<file path="src/rtl/alu_arbiter_if.sv">
// Handshake bundle between two ALU requesters and the shared-ALU arbiter.
// master = requester side, slave = arbiter side.
interface alu_arbiter_if;
  logic        req0_valid;
  logic        req0_ready;
  logic [31:0] req0_a;
  logic [31:0] req0_b;
  logic [2:0]  req0_op;
  logic        req1_valid;
  logic        req1_ready;
  logic [31:0] req1_a;
  logic [31:0] req1_b;
  logic [2:0]  req1_op;
  logic        rsp0_valid;
  logic        rsp0_ready;
  logic [31:0] rsp0_result;
  logic        rsp0_zero;
  logic        rsp1_valid;
  logic        rsp1_ready;
  logic [31:0] rsp1_result;
  logic        rsp1_zero;
  logic        busy;
  logic        err_illegal;

  modport master (
    output req0_valid, req0_a, req0_b, req0_op,
    output req1_valid, req1_a, req1_b, req1_op,
    output rsp0_ready, rsp1_ready,
    input  req0_ready, req1_ready,
    input  rsp0_valid, rsp0_result, rsp0_zero,
    input  rsp1_valid, rsp1_result, rsp1_zero,
    input  busy, err_illegal
  );

  modport slave (
    input  req0_valid, req0_a, req0_b, req0_op,
    input  req1_valid, req1_a, req1_b, req1_op,
    input  rsp0_ready, rsp1_ready,
    output req0_ready, req1_ready,
    output rsp0_valid, rsp0_result, rsp0_zero,
    output rsp1_valid, rsp1_result, rsp1_zero,
    output busy, err_illegal
  );
endinterface

</file>
<file path="src/rtl/alu_arbiter.sv">
// Two-requester arbiter sharing one 32-bit ALU. One result is held at a time;
// a new operation may be accepted in the same cycle the held result is taken.

// Combinational 32-bit ALU; ops 110/111 are illegal and yield zero.
module alu (
  input  logic [31:0] a,
  input  logic [31:0] b,
  input  logic [2:0]  op,
  output logic [31:0] result,
  output logic        zero
);
  // Operation decode
  always_comb begin
    result = 32'h0000_0000;
    case (op)
      3'b000:  result = a + b;
      3'b001:  result = a - b;
      3'b010:  result = a & b;
      3'b011:  result = a | b;
      3'b100:  result = a ^ b;
      3'b101:  result = ($signed(a) < $signed(b)) ? 32'd1 : 32'd0;
      default: result = 32'h0000_0000;
    endcase
  end

  assign zero = (result == 32'h0000_0000);
endmodule

module alu_arbiter #(
  parameter logic INIT_PRIO = 1'b0
) (
  input  logic         clk,
  input  logic         rst,
  alu_arbiter_if.slave bus
);
  typedef enum logic {IDLE = 1'b0, RESP = 1'b1} state_t;

  state_t      state_r, state_nx_s;
  logic        owner_r;
  logic        prio_r;
  logic [31:0] a_r, b_r;
  logic [2:0]  op_r;
  logic        err_r;

  logic        rsp_hs_s;
  logic        accept_s;
  logic        contended_s;
  logic        gnt_s;
  logic        take_s;
  logic [31:0] sel_a_s, sel_b_s;
  logic [2:0]  sel_op_s;
  logic [31:0] alu_result_s;
  logic        alu_zero_s;

  // The single shared ALU always works on the held operands
  alu u_alu (
    .a      (a_r),
    .b      (b_r),
    .op     (op_r),
    .result (alu_result_s),
    .zero   (alu_zero_s)
  );

  // Accept window, grant selection and next-state logic
  always_comb begin
    rsp_hs_s    = 1'b0;
    gnt_s       = 1'b0;
    state_nx_s  = state_r;
    if (state_r == RESP) begin
      rsp_hs_s = owner_r ? bus.rsp1_ready : bus.rsp0_ready;
    end else begin
      rsp_hs_s = 1'b0;
    end
    accept_s    = !rst && ((state_r == IDLE) || rsp_hs_s);
    contended_s = bus.req0_valid && bus.req1_valid;
    if (contended_s) begin
      gnt_s = prio_r;
    end else if (bus.req1_valid) begin
      gnt_s = 1'b1;
    end else begin
      gnt_s = 1'b0;
    end
    take_s = accept_s && (bus.req0_valid || bus.req1_valid);
    case (state_r)
      IDLE:    state_nx_s = take_s ? RESP : IDLE;
      RESP:    state_nx_s = take_s ? RESP : (rsp_hs_s ? IDLE : RESP);
      default: state_nx_s = IDLE;
    endcase
  end

  // Operand mux for the granted requester
  always_comb begin
    sel_a_s  = bus.req0_a;
    sel_b_s  = bus.req0_b;
    sel_op_s = bus.req0_op;
    if (gnt_s) begin
      sel_a_s  = bus.req1_a;
      sel_b_s  = bus.req1_b;
      sel_op_s = bus.req1_op;
    end else begin
      sel_a_s  = bus.req0_a;
      sel_b_s  = bus.req0_b;
      sel_op_s = bus.req0_op;
    end
  end

  // FSM state register
  always_ff @(posedge clk or posedge rst) begin
    if (rst) begin
      state_r <= IDLE;
    end else begin
      state_r <= state_nx_s;
    end
  end

  // Capture operands, owner, priority and sticky illegal-op flag on accept
  always_ff @(posedge clk or posedge rst) begin
    if (rst) begin
      owner_r <= 1'b0;
      prio_r  <= INIT_PRIO;
      a_r     <= 32'h0000_0000;
      b_r     <= 32'h0000_0000;
      op_r    <= 3'b000;
      err_r   <= 1'b0;
    end else if (take_s) begin
      owner_r <= gnt_s;
      a_r     <= sel_a_s;
      b_r     <= sel_b_s;
      op_r    <= sel_op_s;
      if (contended_s) begin
        prio_r <= ~gnt_s;
      end
      if (sel_op_s[2] && sel_op_s[1]) begin
        err_r <= 1'b1;
      end
    end
  end

  assign bus.req0_ready  = take_s && !gnt_s;
  assign bus.req1_ready  = take_s && gnt_s;
  assign bus.rsp0_valid  = (state_r == RESP) && !owner_r;
  assign bus.rsp1_valid  = (state_r == RESP) && owner_r;
  assign bus.rsp0_result = alu_result_s;
  assign bus.rsp1_result = alu_result_s;
  assign bus.rsp0_zero   = alu_zero_s;
  assign bus.rsp1_zero   = alu_zero_s;
  assign bus.busy        = (state_r == RESP);
  assign bus.err_illegal = err_r;
endmodule

</file>
<file path="src/flat_wrapper.sv">
// flat-port wrapper written by rule: the top's interface ports become plain ports
module alu_arbiter_flat 
#(
  parameter logic INIT_PRIO = 1'b0
)
  (clk, rst, bus_req0_valid, bus_req0_a, bus_req0_b, bus_req0_op, bus_req1_valid, bus_req1_a, bus_req1_b, bus_req1_op, bus_rsp0_ready, bus_rsp1_ready, bus_req0_ready, bus_req1_ready, bus_rsp0_valid, bus_rsp0_result, bus_rsp0_zero, bus_rsp1_valid, bus_rsp1_result, bus_rsp1_zero, bus_busy, bus_err_illegal);
  alu_arbiter_if bus_i ();
  input  logic clk;
  input  logic rst;
  input wire logic [$bits(bus_i.req0_valid)-1:0] bus_req0_valid;
  input wire logic [$bits(bus_i.req0_a)-1:0] bus_req0_a;
  input wire logic [$bits(bus_i.req0_b)-1:0] bus_req0_b;
  input wire logic [$bits(bus_i.req0_op)-1:0] bus_req0_op;
  input wire logic [$bits(bus_i.req1_valid)-1:0] bus_req1_valid;
  input wire logic [$bits(bus_i.req1_a)-1:0] bus_req1_a;
  input wire logic [$bits(bus_i.req1_b)-1:0] bus_req1_b;
  input wire logic [$bits(bus_i.req1_op)-1:0] bus_req1_op;
  input wire logic [$bits(bus_i.rsp0_ready)-1:0] bus_rsp0_ready;
  input wire logic [$bits(bus_i.rsp1_ready)-1:0] bus_rsp1_ready;
  output wire logic [$bits(bus_i.req0_ready)-1:0] bus_req0_ready;
  output wire logic [$bits(bus_i.req1_ready)-1:0] bus_req1_ready;
  output wire logic [$bits(bus_i.rsp0_valid)-1:0] bus_rsp0_valid;
  output wire logic [$bits(bus_i.rsp0_result)-1:0] bus_rsp0_result;
  output wire logic [$bits(bus_i.rsp0_zero)-1:0] bus_rsp0_zero;
  output wire logic [$bits(bus_i.rsp1_valid)-1:0] bus_rsp1_valid;
  output wire logic [$bits(bus_i.rsp1_result)-1:0] bus_rsp1_result;
  output wire logic [$bits(bus_i.rsp1_zero)-1:0] bus_rsp1_zero;
  output wire logic [$bits(bus_i.busy)-1:0] bus_busy;
  output wire logic [$bits(bus_i.err_illegal)-1:0] bus_err_illegal;
  assign bus_i.req0_valid = bus_req0_valid;
  assign bus_i.req0_a = bus_req0_a;
  assign bus_i.req0_b = bus_req0_b;
  assign bus_i.req0_op = bus_req0_op;
  assign bus_i.req1_valid = bus_req1_valid;
  assign bus_i.req1_a = bus_req1_a;
  assign bus_i.req1_b = bus_req1_b;
  assign bus_i.req1_op = bus_req1_op;
  assign bus_i.rsp0_ready = bus_rsp0_ready;
  assign bus_i.rsp1_ready = bus_rsp1_ready;
  assign bus_req0_ready = bus_i.req0_ready;
  assign bus_req1_ready = bus_i.req1_ready;
  assign bus_rsp0_valid = bus_i.rsp0_valid;
  assign bus_rsp0_result = bus_i.rsp0_result;
  assign bus_rsp0_zero = bus_i.rsp0_zero;
  assign bus_rsp1_valid = bus_i.rsp1_valid;
  assign bus_rsp1_result = bus_i.rsp1_result;
  assign bus_rsp1_zero = bus_i.rsp1_zero;
  assign bus_busy = bus_i.busy;
  assign bus_err_illegal = bus_i.err_illegal;
  alu_arbiter #(.INIT_PRIO(INIT_PRIO)) u_core (.clk(clk), .rst(rst), .bus(bus_i));
endmodule
</file>
<file path="config.mk">
export PLATFORM = sky130hd
export DESIGN_NAME = alu_arbiter_flat
export DESIGN_NICKNAME = d
export VERILOG_FILES = /design/src/rtl/alu_arbiter_if.sv /design/src/rtl/alu_arbiter.sv /design/src/flat_wrapper.sv
export SDC_FILE = /design/constraint.sdc
export NUM_CORES = 1
export LEC_CHECK = 0
export ABC_AREA = 1
export BUFFER_PORTS_ARGS = -buffer_cell sky130_fd_sc_hd__buf_2
export CAP_MARGIN = 20
export CORE_ASPECT_RATIO = 1.2
export CORE_MARGIN = 2
export CORE_UTILIZATION = 35
export CTS_CLUSTER_SIZE = 20
export DETAILED_ROUTE_END_ITERATION = 8
export PLACE_DENSITY = 0.62
export SLEW_MARGIN = 5
export SYNTH_ARGS = -nofsm -noshare
export SYNTH_HDL_FRONTEND = slang
export SYNTH_SLANG_ARGS = --single-unit
</file>
<file path="constraint.sdc">
create_clock -name clk -period 8.8 [get_ports clk]
set_input_delay 0.88 -clock clk [delete_from_list [all_inputs] [get_ports clk]]
set_output_delay 0.88 -clock clk [all_outputs]
set_load 0.005 [all_outputs]
</file>
==> impl_metrics.json <==
{
  "asyncSetResetFlopFracSynth_pct": 100,
  "ctsResizeCount": 0,
  "ys_seq_area_share_pct": 17.7,
  "fin_crit_sh_pct": 48.8,
  "pre_cts_slack_ns": 4.89,
  "firstDrtPassIters": 7,
  "vdd_ir_drop_max_mv": 0.167,
  "min_period_ns": 4.30,
  "antenna_found_initial": 0,
  "cts_tree": "done",
  "route.detailed.drc": 0,
  "yosys-top-cells-area": "nand2_1 (22%), dfrtp_1 (18%), ha_1 (13%)",
  "synth_compound_area_share_pct": 14.0,
  "cts_sinks": 71,
  "die_height_um": 190,
  "setup_slack_ns": 4.50,
  "finalPower_mw": 5.17,
  "synth_top_family_by_area": "simple AND/OR/NAND/NOR gates",
  "setup_viol": 0,
  "power_leakage_nw": 6.48,
  "synth_simple_gate_area_share_pct": 37.2,
  "cp-end-kind": "output port",
  "synth_area_leader_cell": "nand2_1",
  "clkLatencyLatePin_ns": 0.34,
  "pin_count": 212,
  "path_class": "register to output port",
  "rsz0062_at_grt": "no",
  "cts_max_level": 3,
  "io_buffers": 211,
  "crit_top_cell": "nand3_1",
  "synth_xor_xnor_area_share_pct": 0.0870,
  "ys.warnings.count": 0,
  "vias": 11100,
  "num-nets-final": 2084,
  "path_cells": "ha_1 -> fa_1 -> nand3_1 -> nand3_1 -> nand3_2 -> nand3b_4 -> nand2_1 -> nand3_1 -> nand3_1 -> nand3_1 -> nor2_1 -> nand2_1 -> nor2_1 -> nand2_1 -> nor2_2 -> buf_2",
  "synth_area_per_cell_um2": 5.92,
  "drt.antenna.violating_nets": 0,
  "netlist_area_um2": 10100,
  "yosysMostFrequentCell": "nand2_1",
  "drtIter0Drc": 835,
  "final_util_pct": 40.0,
  "yosys-top-cells-count": "nand2_1 (591), inv_1 (316), ha_1 (102)",
  "root_buffer": "clkbuf_16",
  "wl_per_cell_um": 17.1,
  "hold_buffers": 0,
  "finalMaxSlewViolations": 0,
  "clk_pin_slew_worst_paths_ns": 0.06,
  "r2r-start": "u_core.owner_r$_DFFE_PP0P_",
  "cap_violations": 0,
  "synth_seq_cells": 71,
  "worstHoldStart": "u_core.bus.err_illegal$_DFFE_PP0P_",
  "ys.flop_type": "dfrtp_1",
  "tightest_slew_ns": 1.10,
  "grt.overflow.total": 0,
  "hold_path.class": "register to register",
  "timing.fmax_ghz": 0.233,
  "netlist_instances": 1701,
  "antennaDiodeCount": 0,
  "grt_pass1_vias": 10400,
  "synth_cell_types": 38,
  "synthesis.nets": 1945,
  "routed_wl_um": 38000,
  "slew_headroom_pct": 26.8,
  "die_w_um": 159,
  "required_ns": 7.92,
  "globalplace.congestion": 0.982,
  "post_cts_buffers": 0,
  "hold_viol_final": 0,
  "core_area_um2": 28500,
  "worstPathArrival_ns": 3.42,
  "die_area_um2": 30100,
  "muxShareOfSynthArea_pct": 0,
  "grt_pass1_wl_um": 58000,
  "drive_gt1_share_pct": 16.7,
  "rows": 68,
  "cp_slowest_cell": "fa_1",
  "synth_top_area_share_pct": 22.0,
  "fillers": 3183,
  "grt_max_degree": 72,
  "path_delay_family": "simple AND/OR/NAND/NOR gates",
  "dpl.hpwl_um": 31900,
  "finalSetupTns_ns": 0,
  "critPathBufInv": 1,
  "synth_fa_ha_area_share_pct": 13.1,
  "initial_core_util_pct": 35.3,
  "viasPerCell": 4.97,
  "status": "finished clean",
  "synth_edf_count": 0,
  "numCtsBuffers": 9,
  "crit_path_start_kind": "register",
  "max_stage_delay_ns": 0.52,
  "area_growth_pct": 13.3,
  "grt_util_all_layers_pct": 24.7,
  "clock_path_buffers": 2,
  "path_max_fanout": 4,
  "p_per_area_nw_per_um2": 453,
  "startpoint": "u_core.b_r[0]$_DFFE_PP0P_",
  "clock_skew_ns": 0.00591
}
==> placed cells by master, fill, tap and decap left out, types with 11 or more instances in the layout <==
cell,n
nand3_1,100
inv_2,11
buf_2,211
o211ai_1,66
ha_1,102
o22ai_1,31
dfrtp_1,71
inv_1,314
nand2_2,11
nand3_2,23
nand2_1,591
o21ai_0,34
a21oi_1,82
nor2_2,23
nor2_1,94
==> registers in the layout, indices dropped and copies added, names as in the netlist <==
register,flops
u_core.bus.err_illegal,1
u_core.owner_r,1
u_core.b_r,32
u_core.op_r,3
u_core.a_r,32
u_core.prio_r,1
u_core.bus.busy,1
==> layout make-up <==
class,instances,area (um^2),share of cell area (%)
multi-input cells,1215,6500,57.0
flip-flops and latches,71,1780,15.6
inverters,326,1220,10.7
repair buffers,217,1100,9.66
well taps,385,482,4.23
clock buffers,11,233,2.04
clock inverters,5,82.6,0.724
==> path summary, 6_finish.rpt <==
path                                                      end  slack [ns]  cells after the start
setup / recovery                                bus_rsp0_zero        4.50                     16
setup reg to reg                   u_core.b_r[30]$_DFFE_PP0P_        6.02                     11
max in group asynchronous          u_core.op_r[2]$_DFFE_PP0P_        7.28                      3
hold / removal             u_core.bus.err_illegal$_DFFE_PP0P_        0.48                      1
min in group asynchronous          u_core.b_r[26]$_DFFE_PP0P_        0.90                      3
hold reg to reg            u_core.bus.err_illegal$_DFFE_PP0P_        0.48                      1
==> metal layers <==
| layer | vias to the layer above | track usage, % | part of all wire (%) |
|---|---|---|---|
| li1 | 5539 | - | - |
| met4 | 0 | 8.08 | 2.6 |
| met1 | 5082 | 34.9 | 46 |
| met5 | - | 0 | 0 |
| met3 | 45 | 2.42 | 6.5 |
| met2 | 419 | 39.6 | 45 |
==> per-stage QoR <==
stage          hold slack, ns  area (um^2)  cells
5_1_grt                 0.508        11400   2230
2_1_floorplan           0.465        10100   1701
6_report                0.483        11400   2230
4_1_cts                 0.489        11400   2230
3_3_place_gp            0.464        11100   2214
3_5_place_dp            0.466        11100   2214
==> cells by family (layout without fill, tap and decap cells) <==
logic type                 Yosys count  in the layout
buffers and inverters              415            559
xor gates and xnor gates             1              1
and+or+nand+nor                    875            875
AOI/OAI and AO/OA                  235            235
adders and majority gates          104            104
DFF                                 71             71
==> where the power goes <==
group          total (mW)  leakage (nW)  internal (mW)  switching, mW
Sequential          0.584         0.871          0.469          0.115
Clock               0.390         0.154          0.249          0.141
Combinational        4.19          5.46           1.30           2.89
Power figures use the tool's default switching activity.
